### src/rtl/riscv_pkg.sv
// Shared encodings for the multicycle RV32I control path: FSM states, opcodes,
// immediate-format codes, ALU operations and datapath mux selects.
package riscv_pkg;

  typedef enum logic [3:0] {
    S_FETCH, S_DECODE, S_MEMADR, S_MEMREAD, S_MEMWB, S_MEMWRITE, S_EXECR,
    S_EXECI, S_ALUWB, S_BRANCH, S_JAL, S_JALR, S_LINK, S_LUI, S_TRAP
  } state_t;

  localparam logic [6:0] OP_LOAD   = 7'b0000011;
  localparam logic [6:0] OP_STORE  = 7'b0100011;
  localparam logic [6:0] OP_R      = 7'b0110011;
  localparam logic [6:0] OP_IMM    = 7'b0010011;
  localparam logic [6:0] OP_BRANCH = 7'b1100011;
  localparam logic [6:0] OP_JAL    = 7'b1101111;
  localparam logic [6:0] OP_JALR   = 7'b1100111;
  localparam logic [6:0] OP_LUI    = 7'b0110111;
  localparam logic [6:0] OP_AUIPC  = 7'b0010111;

  localparam logic [2:0] IMM_I = 3'b000;
  localparam logic [2:0] IMM_S = 3'b001;
  localparam logic [2:0] IMM_B = 3'b010;
  localparam logic [2:0] IMM_J = 3'b011;
  localparam logic [2:0] IMM_U = 3'b100;

  localparam logic [3:0] ALU_ADD  = 4'd0;
  localparam logic [3:0] ALU_SUB  = 4'd1;
  localparam logic [3:0] ALU_AND  = 4'd2;
  localparam logic [3:0] ALU_OR   = 4'd3;
  localparam logic [3:0] ALU_XOR  = 4'd4;
  localparam logic [3:0] ALU_SLT  = 4'd5;
  localparam logic [3:0] ALU_SLTU = 4'd6;
  localparam logic [3:0] ALU_SLL  = 4'd7;
  localparam logic [3:0] ALU_SRL  = 4'd8;
  localparam logic [3:0] ALU_SRA  = 4'd9;

  localparam logic [1:0] RES_ALUOUT    = 2'b00;
  localparam logic [1:0] RES_DATA      = 2'b01;
  localparam logic [1:0] RES_ALURESULT = 2'b10;

  localparam logic [1:0] SRCA_PC    = 2'b00;
  localparam logic [1:0] SRCA_OLDPC = 2'b01;
  localparam logic [1:0] SRCA_RS1   = 2'b10;
  localparam logic [1:0] SRCA_ZERO  = 2'b11;

  localparam logic [1:0] SRCB_RS2  = 2'b00;
  localparam logic [1:0] SRCB_IMM  = 2'b01;
  localparam logic [1:0] SRCB_FOUR = 2'b10;

  // Immediate format depends only on the opcode, so it can be driven in every state.
  function automatic logic [2:0] imm_sel(input logic [6:0] op);
    case (op)
      OP_STORE:         return IMM_S;
      OP_BRANCH:        return IMM_B;
      OP_JAL:           return IMM_J;
      OP_LUI, OP_AUIPC: return IMM_U;
      default:          return IMM_I;
    endcase
  endfunction

endpackage

### src/rtl/multicycle_controller_alu_decoder.sv
// ALU operation decode for register and immediate arithmetic instructions.
module alu_decoder
  import riscv_pkg::*;
(
  input  logic [6:0] op,
  input  logic [2:0] funct3,
  input  logic       funct7b5,
  output logic [3:0] alucontrol
);

  always_comb begin
    case (funct3)
      // instr[30] is part of the immediate for addi, so only R-type may subtract.
      3'b000:  alucontrol = (op == OP_R && funct7b5) ? ALU_SUB : ALU_ADD;
      3'b001:  alucontrol = ALU_SLL;
      3'b010:  alucontrol = ALU_SLT;
      3'b011:  alucontrol = ALU_SLTU;
      3'b100:  alucontrol = ALU_XOR;
      3'b101:  alucontrol = funct7b5 ? ALU_SRA : ALU_SRL;
      3'b110:  alucontrol = ALU_OR;
      default: alucontrol = ALU_AND;
    endcase
  end

endmodule

### src/rtl/multicycle_controller.sv
// Moore main FSM of the multicycle RV32I core: sequences fetch, decode, execute,
// memory and writeback, waits on memrdy and traps on unsupported encodings.
module multicycle_controller
  import riscv_pkg::*;
#(
  parameter bit TRAP_STICKY = 1'b1
) (
  input  logic       clk,
  input  logic       reset,
  input  logic [6:0] op,
  input  logic [2:0] funct3,
  input  logic       funct7b5,
  input  logic       zero,
  input  logic       lt,
  input  logic       ltu,
  input  logic       memrdy,
  output logic       pcwrite,
  output logic       adrsrc,
  output logic       memwrite,
  output logic       irwrite,
  output logic       regwrite,
  output logic [1:0] resultsrc,
  output logic [1:0] alusrca,
  output logic [1:0] alusrcb,
  output logic [2:0] immsrc,
  output logic [3:0] alucontrol,
  output logic       illegal
);

  state_t     state_q, state_d;
  logic [3:0] alu_dec;
  logic       taken;
  logic       pcwrite_c, adrsrc_c, memwrite_c, irwrite_c, regwrite_c, illegal_c;
  logic [1:0] resultsrc_c, alusrca_c, alusrcb_c;
  logic [3:0] alucontrol_c;

  alu_decoder u_alu_decoder (
    .op        (op),
    .funct3    (funct3),
    .funct7b5  (funct7b5),
    .alucontrol(alu_dec)
  );

  // NOTE: state is the only flop; non-blocking assignment keeps every reader on the old value.
  always_ff @(posedge clk or posedge reset) begin
    if (reset) state_q <= S_FETCH;
    else       state_q <= state_d;
  end

  always_comb begin
    case (funct3)
      3'b000:  taken = zero;
      3'b001:  taken = !zero;
      3'b100:  taken = lt;
      3'b101:  taken = !lt;
      3'b110:  taken = ltu;
      3'b111:  taken = !ltu;
      default: taken = 1'b0;
    endcase
  end

  always_comb begin
    // NOTE: every output gets a default before the case so no path can infer a latch.
    state_d      = state_q;
    pcwrite_c    = 1'b0;
    adrsrc_c     = 1'b0;
    memwrite_c   = 1'b0;
    irwrite_c    = 1'b0;
    regwrite_c   = 1'b0;
    illegal_c    = 1'b0;
    resultsrc_c  = RES_ALUOUT;
    alusrca_c    = SRCA_PC;
    alusrcb_c    = SRCB_RS2;
    alucontrol_c = ALU_ADD;
    case (state_q)
      S_FETCH: begin
        alusrcb_c   = SRCB_FOUR;
        resultsrc_c = RES_ALURESULT;
        irwrite_c   = memrdy;
        pcwrite_c   = memrdy;
        if (memrdy) state_d = S_DECODE;
      end
      S_DECODE: begin
        alusrca_c = SRCA_OLDPC;
        alusrcb_c = SRCB_IMM;
        case (op)
          OP_LOAD, OP_STORE: state_d = (funct3 == 3'b010) ? S_MEMADR : S_TRAP;
          OP_R:              state_d = S_EXECR;
          OP_IMM:            state_d = S_EXECI;
          OP_BRANCH:         state_d = (funct3[2:1] == 2'b01) ? S_TRAP : S_BRANCH;
          OP_JAL:            state_d = S_JAL;
          OP_JALR:           state_d = S_JALR;
          OP_LUI:            state_d = S_LUI;
          OP_AUIPC:          state_d = S_ALUWB;
          default:           state_d = S_TRAP;
        endcase
      end
      S_MEMADR: begin
        alusrca_c = SRCA_RS1;
        alusrcb_c = SRCB_IMM;
        state_d   = (op == OP_LOAD) ? S_MEMREAD : S_MEMWRITE;
      end
      S_MEMREAD: begin
        adrsrc_c = 1'b1;
        if (memrdy) state_d = S_MEMWB;
      end
      S_MEMWB: begin
        resultsrc_c = RES_DATA;
        regwrite_c  = 1'b1;
        state_d     = S_FETCH;
      end
      S_MEMWRITE: begin
        adrsrc_c   = 1'b1;
        memwrite_c = 1'b1;
        if (memrdy) state_d = S_FETCH;
      end
      S_EXECR, S_EXECI: begin
        alusrca_c    = SRCA_RS1;
        alusrcb_c    = (state_q == S_EXECI) ? SRCB_IMM : SRCB_RS2;
        alucontrol_c = alu_dec;
        state_d      = S_ALUWB;
      end
      S_ALUWB: begin
        regwrite_c = 1'b1;
        state_d    = S_FETCH;
      end
      S_BRANCH: begin
        alusrca_c    = SRCA_RS1;
        alucontrol_c = ALU_SUB;
        pcwrite_c    = taken;
        state_d      = S_FETCH;
      end
      S_JAL: begin
        alusrca_c = SRCA_OLDPC;
        alusrcb_c = SRCB_FOUR;
        pcwrite_c = 1'b1;
        state_d   = S_ALUWB;
      end
      S_JALR: begin
        alusrca_c   = SRCA_RS1;
        alusrcb_c   = SRCB_IMM;
        resultsrc_c = RES_ALURESULT;
        pcwrite_c   = 1'b1;
        state_d     = S_LINK;
      end
      S_LINK: begin
        alusrca_c = SRCA_OLDPC;
        alusrcb_c = SRCB_FOUR;
        state_d   = S_ALUWB;
      end
      S_LUI: begin
        alusrca_c = SRCA_ZERO;
        alusrcb_c = SRCB_IMM;
        state_d   = S_ALUWB;
      end
      S_TRAP: begin
        illegal_c = 1'b1;
        state_d   = TRAP_STICKY ? S_TRAP : S_FETCH;
      end
      default: state_d = S_FETCH;
    endcase
  end

  // NOTE: outputs are gated by reset itself so enables drop asynchronously, not on the next edge.
  assign pcwrite    = pcwrite_c  & ~reset;
  assign adrsrc     = adrsrc_c   & ~reset;
  assign memwrite   = memwrite_c & ~reset;
  assign irwrite    = irwrite_c  & ~reset;
  assign regwrite   = regwrite_c & ~reset;
  assign illegal    = illegal_c  & ~reset;
  assign resultsrc  = reset ? 2'b00 : resultsrc_c;
  assign alusrca    = reset ? 2'b00 : alusrca_c;
  assign alusrcb    = reset ? 2'b00 : alusrcb_c;
  assign immsrc     = reset ? 3'b000 : imm_sel(op);
  assign alucontrol = reset ? 4'd0 : alucontrol_c;

endmodule

### config.mk
export PLATFORM = sky130hd
export DESIGN_NAME = multicycle_controller
export DESIGN_NICKNAME = d
export VERILOG_FILES = /design/src/rtl/riscv_pkg.sv /design/src/rtl/multicycle_controller_alu_decoder.sv /design/src/rtl/multicycle_controller.sv
export SDC_FILE = /design/constraint.sdc
export NUM_CORES = 1
export LEC_CHECK = 0
export ABC_AREA = 1
export BUFFER_PORTS_ARGS = -buffer_cell sky130_fd_sc_hd__buf_2
export CAP_MARGIN = 10
export CORE_ASPECT_RATIO = 1.1
export CORE_MARGIN = 5
export CORE_UTILIZATION = 52
export DETAILED_ROUTE_END_ITERATION = 16
export HOLD_SLACK_MARGIN = 0.02
export PLACE_DENSITY_LB_ADDON = 0.1
export SLEW_MARGIN = 30
export SYNTH_ARGS = -nofsm -noshare
export SYNTH_HDL_FRONTEND = slang
export SYNTH_HIERARCHICAL = 1
export SYNTH_SLANG_ARGS = --single-unit
### constraint.sdc
create_clock -name clk -period 4.2 [get_ports clk]
set_clock_uncertainty 0.2 [all_clocks]
set_input_delay 1.26 -clock clk [delete_from_list [all_inputs] [get_ports clk]]
set_output_delay 1.26 -clock clk [all_outputs]
set_load 0.01 [all_outputs]
==> results.json, run 1 <==
{
  "cts_root_buffer": "clkbuf_4",
  "hold_start": "state_q[3]",
  "row_count": 15,
  "dieArea_um2": 2650,
  "coreArea_um2": 1600,
  "syn_inst": 177,
  "placed_area_um2": 1070,
  "drt_wl_total_um": 2310,
  "grt_max_degree": 15,
  "cts_setup_buffers": 0,
  "ctsHoldBuffers": 0,
  "crit_top_cell": "buf_2",
  "layout_min_cycle_time_ns": 3.63,
  "io_buffer_count": 35,
  "slew_headroom_pct": 76.3,
  "min_to": "state_q[2]",
  "holdPathStages": 3,
  "drive_gt1_share_pct": 25.4,
  "seq_area_frac_synth_pct": 11.2,
  "yosysWarnings": 6,
  "drt_iter0_drc": 30,
  "crit_path_start_kind": "input pin",
  "vias": 1168,
  "cts_resized": 0,
  "postSynth.asyncResetShare_pct": 100,
  "yosysTopAreaCellShare_pct": 20.2,
  "design_area_um2": 1100,
  "drv_slew": 0,
  "timing.rr.start": "state_q[1]",
  "hold_viol": 0,
  "cts_tree": "built",
  "syn_to_final_growth_pct": 22.8,
  "synth_seq_cells": 4,
  "synth_ff_type": "dfrtp_1",
  "fmax_mhz": 275,
  "cp_top_family": "simple AND/OR/NAND/NOR gates",
  "die_x_um": 49.5,
  "yosysMostFrequentCell": "nand2_1",
  "r2r_cells": 6,
  "grt_usage_pct": 16.9,
  "routedWlPerCell_um": 10.0,
  "dieHeight_um": 53.5,
  "syn_avg_cell_area_um2": 5.05,
  "crit_slowest_cell": "nor2_2",
  "postRouteAntennaNets": 0,
  "endpoint_kind": "primary output",
  "grt_pass1_vias": 877,
  "r2r_end": "state_q[3]",
  "hp-class": "flop to flop",
  "synth_common_cells": "nand2_1, inv_1, nor2_1, nand3_1, a21oi_1",
  "synth.distinct_cells": 22,
  "crit_chain": "buf_2, inv_1, nand2_1, nor2_2, nand3_1, a21oi_1, buf_2",
  "grt_overflow": 0,
  "min_period_over_period_pct": 86.5,
  "utilization_pct": 68.8,
  "yosys.area.top_type": "nand2_1",
  "cp.buffers_inverters": 3,
  "crit_cells": 7,
  "maxCapViolCount": 0,
  "synth_fp_nets": 194,
  "top_regs": "state_q: 4 flops",
  "htree_levels": 1,
  "path_clk_slew_ns": 0.04,
  "firstDrtPassIters": 4,
  "rsz0062_at_grt": "no",
  "largest_reg_flops": 4,
  "clockBufferDepth": 2,
  "start_util_pct": 56.0,
  "regMostFlops": "state_q",
  "slowest_delay_ns": 0.29,
  "leakagePower_nw": 0.641,
  "r2r_slack_ns": 2.62,
  "powerDensity_nw_per_um2": 377,
  "clock_latency_ns": 0.24,
  "critical_path.max_fanout": 11,
  "fill_cells": 169,
  "grt_pass1_wl_um": 3550,
  "cp.arrival_ns": 2.17,
  "vias_per_cell": 5.08,
  "gp_congestion": 0.933,
  "diodes": 0,
  "netlist_area_um2": 893,
  "netlist_top_cells_area": "nand2_1, inv_1, dfrtp_1",
  "outcome": "completed",
  "cts_buffers": 3,
  "cp.required_ns": 2.74,
  "worstSetupPathType": "input pin to primary output",
  "grt_antenna_before_repair": 0,
  "finalSetupViolCount": 0,
  "tightest_slew_ns": 0.356,
  "tns_ns": 0,
  "io_pins": 36,
  "fin_nets": 232,
  "dp_hpwl_um": 1910,
  "synth_edf_count": 0,
  "route.detailed.drc": 0,
  "peakVddDrop_v": 0.000346,
  "cts.sinks": 4
}
==> layout make-up <==
type	instances	area, µm²	area share, %
clock buffers	3	22.5	2.05
inverters	37	139	12.7
multi-input cells	134	639	58.3
flip-flops and latches	4	100	9.12
well taps	17	21.3	1.94
repair buffers	35	175	16.0
==> worst max-delay path by stage <==
stage	slack, ns	from	to
2_1_floorplan	0.86	op[1]	immsrc[0]
3_3_place_gp	0.60	op[3]	immsrc[0]
3_5_place_dp	0.58	op[3]	immsrc[0]
4_1_cts	0.58	op[3]	immsrc[0]
5_1_grt	0.45	op[3]	immsrc[0]
6_report	0.57	op[3]	immsrc[0]
==> power by group <==
part / switching [mW] / internal, mW / leakage (nW)
clock: 0.0157 / 0.0319 / 0.0138
sequential: 0.0249 / 0.0549 / 0.0515
combinational: 0.189 / 0.0975 / 0.576
==> cell usage in the layout, fill, tap and decap left out, types with 5 or more instances in the layout <==
cell type,synthesis,final
buf_2,0,35
a21oi_1,9,9
inv_1,32,32
nor2_1,25,25
o21ai_0,7,7
inv_2,5,5
nand2_1,48,48
nand4_1,5,5
nor2_4,5,5
nand3_1,15,15
==> worst reg2reg max path, stage by stage, from the launching register on <==
cell,delay [ns]
dfrtp_1,0.45
inv_2,0.15
nor2_4,0.06
a22oi_1,0.21
inv_1,0.08
nor3_1,0.17
nand4_1,0.12
==> through the flow <==
stage	setup slack, ns	hold WS [ns]	std cells	power, mW
2_1_floorplan	0.863	0.404	177	0.284
3_3_place_gp	0.605	0.446	227	0.359
3_5_place_dp	0.577	0.451	227	0.363
4_1_cts	0.575	0.462	230	0.413
5_1_grt	0.455	0.505	230	0.455
6_report	0.567	0.463	230	0.414
==> per-layer routing <==
layer  global-route usage (%)  up-vias  routed length (µm)
li1                         -      634                   -
met3                     5.07        0                 227
met4                     5.24        0                   0
met2                     26.5       38                 994
met1                     22.1      496                1090
met5                        0        -                   0
==> kinds of logic (layout without fill, tap and decap cells) <==
group	Yosys count	in the layout	share of synthesized area, %
AOI/OAI and AO/OA	25	25	15.1
and+or+nand+nor	109	109	56.4
DFF	4	4	11.2
buffers and inverters	39	75	17.2
Power figures use the tool's default switching activity.
==> run 2, diff against run 1 <==
CELL_PAD_IN_SITES_DETAIL_PLACEMENT = 2   (was not set)
CELL_PAD_IN_SITES_GLOBAL_PLACEMENT = 2   (was not set)
CORE_UTILIZATION = 22   (was 52)
clock period = 3.41 ns   (was 4.2 ns; I/O delays follow)
==> results.json, run 2 (synthesis results as in run 1) <==
{
  "outcome": "completed",
  "row_count": 24,
  "start_util_pct": 22.7,
  "grt_overflow": 0,
  "worstSetupPathType": "input pin to primary output",
  "drive_gt1_share_pct": 26.4,
  "cp.required_ns": 2.19,
  "htree_levels": 1,
  "route.detailed.drc": 0,
  "grt_pass1_vias": 1379,
  "powerDensity_nw_per_um2": 488,
  "layout_min_cycle_time_ns": 3.17,
  "endpoint_kind": "primary output",
  "finalSetupViolCount": 0,
  "path_clk_slew_ns": 0.03,
  "vias": 1271,
  "clockBufferDepth": 2,
  "startpoint": "funct3[2]",
  "regMostFlops": "state_q",
  "dieArea_um2": 5440,
  "vias_per_cell": 4.74,
  "io_buffer_count": 35,
  "largest_reg_flops": 4,
  "gp_congestion": 0.814,
  "coreArea_um2": 3930,
  "drt_wl_total_um": 3660,
  "crit_path_start_kind": "input pin",
  "ctsHoldBuffers": 0,
  "leakagePower_nw": 0.665,
  "cts_setup_buffers": 0,
  "tns_ns": 0,
  "holdPathStages": 3,
  "maxCapViolCount": 0,
  "clock_latency_ns": 0.22,
  "drt_iter0_drc": 46,
  "postRouteAntennaNets": 0,
  "routedWlPerCell_um": 13.7,
  "firstDrtPassIters": 4,
  "syn_to_final_growth_pct": 32.4,
  "hold_start": "state_q[3]",
  "cts_root_buffer": "clkbuf_8",
  "cp.arrival_ns": 1.94,
  "fin_nets": 235,
  "cts_tree": "built",
  "slew_headroom_pct": 79.8,
  "tightest_slew_ns": 0.303,
  "timing.rr.start": "state_q[0]",
  "hold_viol": 0,
  "hp-class": "flop to flop",
  "cts_buffers": 3,
  "rsz0062_at_grt": "no",
  "top_regs": "state_q: 4 flops",
  "hold_slack_ns": 0.474,
  "post-place-ws_ns": 0.218,
  "io_pins": 36,
  "die_x_um": 70.8,
  "peakVddDrop_v": 0.0000999,
  "grt_pass1_wl_um": 6290,
  "r2r_cells": 8,
  "final_common_cell": "nand2_1",
  "drv_slew": 0,
  "critical_path.max_fanout": 11,
  "final_cell_mix": "nand2_1, buf_2, inv_1, nor2_1, nand3_1",
  "grt_usage_pct": 13.8,
  "finalPower_uw": 577,
  "cts_resized": 0,
  "diodes": 0,
  "fmax_mhz": 316,
  "grt_max_degree": 14,
  "cts.sinks": 4,
  "worst_slack_ns": 0.245,
  "grt_antenna_before_repair": 0,
  "dieHeight_um": 76.8,
  "dp_hpwl_um": 3210,
  "min_period_over_period_pct": 92.8
}
[run 2: changes by cell type in the layout (fill, tap and decap cells not counted)]
cell	change
buf_4	+3
clkbuf_4	-3
clkbuf_8	+3
[run 2: critical path, cell delays in order]
cell and delay, ns:
buf_2 0.19, nand2_1 0.11, o21ai_0 0.09, nand2_1 0.07
nand3_1 0.09, nand3_1 0.07, nand4_1 0.06, o21ai_0 0.09
buf_2 0.15
[run 2: worst paths after layout]
| path | end | slack [ns] |
|---|---|---|
| worst min-delay path | state_q[2] | 0.47 |
| min in group asynchronous | state_q[3] | 0.56 |
| worst max-delay path | pcwrite | 0.24 |
| max in group asynchronous | state_q[2] | 2.22 |
| worst max register to register | state_q[0] | 1.77 |
| worst min register to register | state_q[2] | 0.47 |
[run 2: area by class of cell]
class	instances	area [µm²]
well taps	52	65.1
repair buffers	38	198
multi-input cells	134	639
flip-flops and latches	4	100
inverters	37	139
clock buffers	3	41.3
fillers	550	2750
[run 2: metrics by stage]
stage | utilization (%) | area [µm²] | std cells
after detailed placement | 29.0 | 1140 | 265
after global routing | 30.1 | 1180 | 268
after global placement | 29.0 | 1140 | 265
final | 30.1 | 1180 | 268
after floorplan | - | 893 | 177
after CTS | 30.1 | 1180 | 268
[run 2: per-layer routing]
metal | GRT usage (%) | vias up | part of all wire, %
met3 | 1.05 | 3 | 2.1
li1 | - | 633 | -
met1 | 15.3 | 615 | 41
met2 | 27.6 | 20 | 56
met4 | 3.38 | 0 | 0.57
met5 | 0 | - | 0
[run 2: power by group]
| part | total [mW] | leakage (nW) | internal (mW) | switching [mW] |
|---|---|---|---|---|
| Combinational | 0.378 | 0.592 | 0.122 | 0.256 |
| Sequential | 0.100 | 0.0515 | 0.0676 | 0.0328 |
| Clock | 0.0991 | 0.0216 | 0.0752 | 0.0239 |
| Total | 0.577 | 0.665 | 0.264 | 0.313 |
==> run 3, diff against run 2 <==
BUFFER_PORTS_ARGS = not set   (was -buffer_cell sky130_fd_sc_hd__buf_2)
CORE_UTILIZATION = 28   (was 22)
DONT_BUFFER_PORTS = 1   (was not set)
==> results.json, run 3 (synthesis results as in run 1) <==
{
  "outcome": "completed",
  "final_cell_mix": "nand2_1, inv_1, nor2_1, nand3_1, a21oi_1",
  "cts_resized": 0,
  "crit_cells": 9,
  "slowest_delay_ns": 0.26,
  "comb_power_share_pct": 67.1,
  "regMostFlops": "state_q",
  "r2r_cells": 7,
  "top_regs": "state_q: 4 flops",
  "dieArea_um2": 4420,
  "vias_per_cell": 5.15,
  "cp_top_family": "simple AND/OR/NAND/NOR gates",
  "grt_overflow": 0,
  "fill_cells": 405,
  "largest_reg_flops": 4,
  "grt_pass1_vias": 1229,
  "postRouteAntennaNets": 0,
  "hp-class": "input pin to async pin",
  "place_inst": 210,
  "crit_path_start_kind": "input pin",
  "cp.buffers_inverters": 1,
  "drt_iter0_drc": 18,
  "firstDrtPassIters": 4,
  "syn_to_final_growth_pct": 6.44,
  "dp_hpwl_um": 2800,
  "path_clk_slew_ns": 0.04,
  "p_switching_uw": 282,
  "cts_root_buffer": "clkbuf_4",
  "grt_max_degree": 15,
  "crit_slowest_cell": "a21oi_1",
  "gp_congestion": 0.804,
  "grt_antenna_before_repair": 0,
  "endpoint_kind": "primary output",
  "dieHeight_um": 69.2,
  "fmax_mhz": 343,
  "swShare_pct": 58.8,
  "rsz0062_at_grt": "no",
  "p_seq_share_pct": 20.8,
  "fin_nets": 198,
  "worstSetupPathType": "input pin to primary output",
  "row_count": 21,
  "drt_wl_total_um": 3150,
  "grt_usage_pct": 14.3,
  "grt_pass1_wl_um": 5430,
  "ctsHoldBuffers": 0,
  "drv_slew": 0,
  "vias": 1098,
  "design_area_um2": 951,
  "start_util_pct": 29.3,
  "crit_top_cell": "nand2_1",
  "die_x_um": 63.9,
  "critical_path.max_fanout": 3,
  "leakagePower_nw": 0.481,
  "crit_chain": "inv_1, nand2_1, nor2_1, nand2_1, nand2_1, nand2_1, nand2_1, nand2_1, a21oi_1",
  "clock_latency_ns": 0.23,
  "powerDensity_nw_per_um2": 504,
  "final_cells": 213,
  "drive_gt1_share_pct": 11.2,
  "io_buffer_count": 0,
  "cts_setup_buffers": 0,
  "final_common_cell": "nand2_1",
  "cp.arrival_ns": 1.70,
  "p_clk_share_pct": 12.1,
  "cp.required_ns": 2.19,
  "route.detailed.drc": 0,
  "slew_headroom_pct": 75.8,
  "placed_area_um2": 928,
  "tightest_slew_ns": 0.359,
  "hold_viol": 0,
  "finalSetupViolCount": 0,
  "layout_min_cycle_time_ns": 2.92,
  "cts_buffers": 3,
  "io_pins": 36,
  "coreArea_um2": 3050,
  "peakVddDrop_v": 0.000246,
  "htree_levels": 1,
  "cts_tree": "built",
  "routedWlPerCell_um": 14.8,
  "cts.sinks": 4,
  "min_period_over_period_pct": 85.6,
  "diodes": 0,
  "tns_ns": 0,
  "maxCapViolCount": 0,
  "intPower_uw": 198,
  "clockBufferDepth": 2
}
-- run 3: cell types whose count changed in the layout (fill, tap and decap cells not counted), sizes merged --
| cell | change |
|---|---|
| buf | -37 |
-- run 3: path summary, 6_finish.rpt --
kind	start	to	slack, ns
worst max register to register	state_q[2]	state_q[3]	1.82
min in group clk	state_q[0]	state_q[0]	0.49
worst min register to register	state_q[0]	state_q[0]	0.49
worst min-delay path	reset	state_q[3]	0.43
max in group asynchronous	reset	state_q[1]	2.36
worst max-delay path	op[3]	alucontrol[0]	0.49
-- run 3: metal layers --
metal / GRT usage, % / wire (µm)
met4: 2.08 / 0
met5: 0 / 0
met3: 1.78 / 134
met1: 15.9 / 1310
met2: 28.3 / 1710
-- run 3: power groups by stage --
stage	clock, mW	combinational (mW)	sequential, mW
2_1_floorplan	0	0.258	0.0916
3_3_place_gp	0	0.319	0.0995
3_5_place_dp	0	0.326	0.101
4_1_cts	0.0595	0.327	0.101
5_1_grt	0.0643	0.362	0.102
6_report	0.0578	0.322	0.0997
-- run 3: through the flow --
| step | util [%] | total power [mW] | hold slack, ns | worst slack [ns] |
|---|---|---|---|---|
| floorplan | - | 0.349 | 0.404 | 0.547 |
| global placement | 30.5 | 0.419 | 0.477 | 0.471 |
| detailed placement | 30.5 | 0.427 | 0.490 | 0.458 |
| CTS | 31.2 | 0.487 | 0.424 | 0.454 |
| global route | 31.2 | 0.528 | 0.432 | 0.338 |
| finish | 31.2 | 0.479 | 0.426 | 0.491 |
-- run 3: area by class of cell --
| cell class | count | area, µm² | area share [%] |
|---|---|---|---|
| inverter | 37 | 139 | 14.6 |
| clock buffer | 3 | 22.5 | 2.37 |
| timing repair buffer | 1 | 7.51 | 0.789 |
| multi-input combinational | 134 | 639 | 67.2 |
| tap | 34 | 42.5 | 4.47 |
| sequential | 4 | 100 | 10.5 |
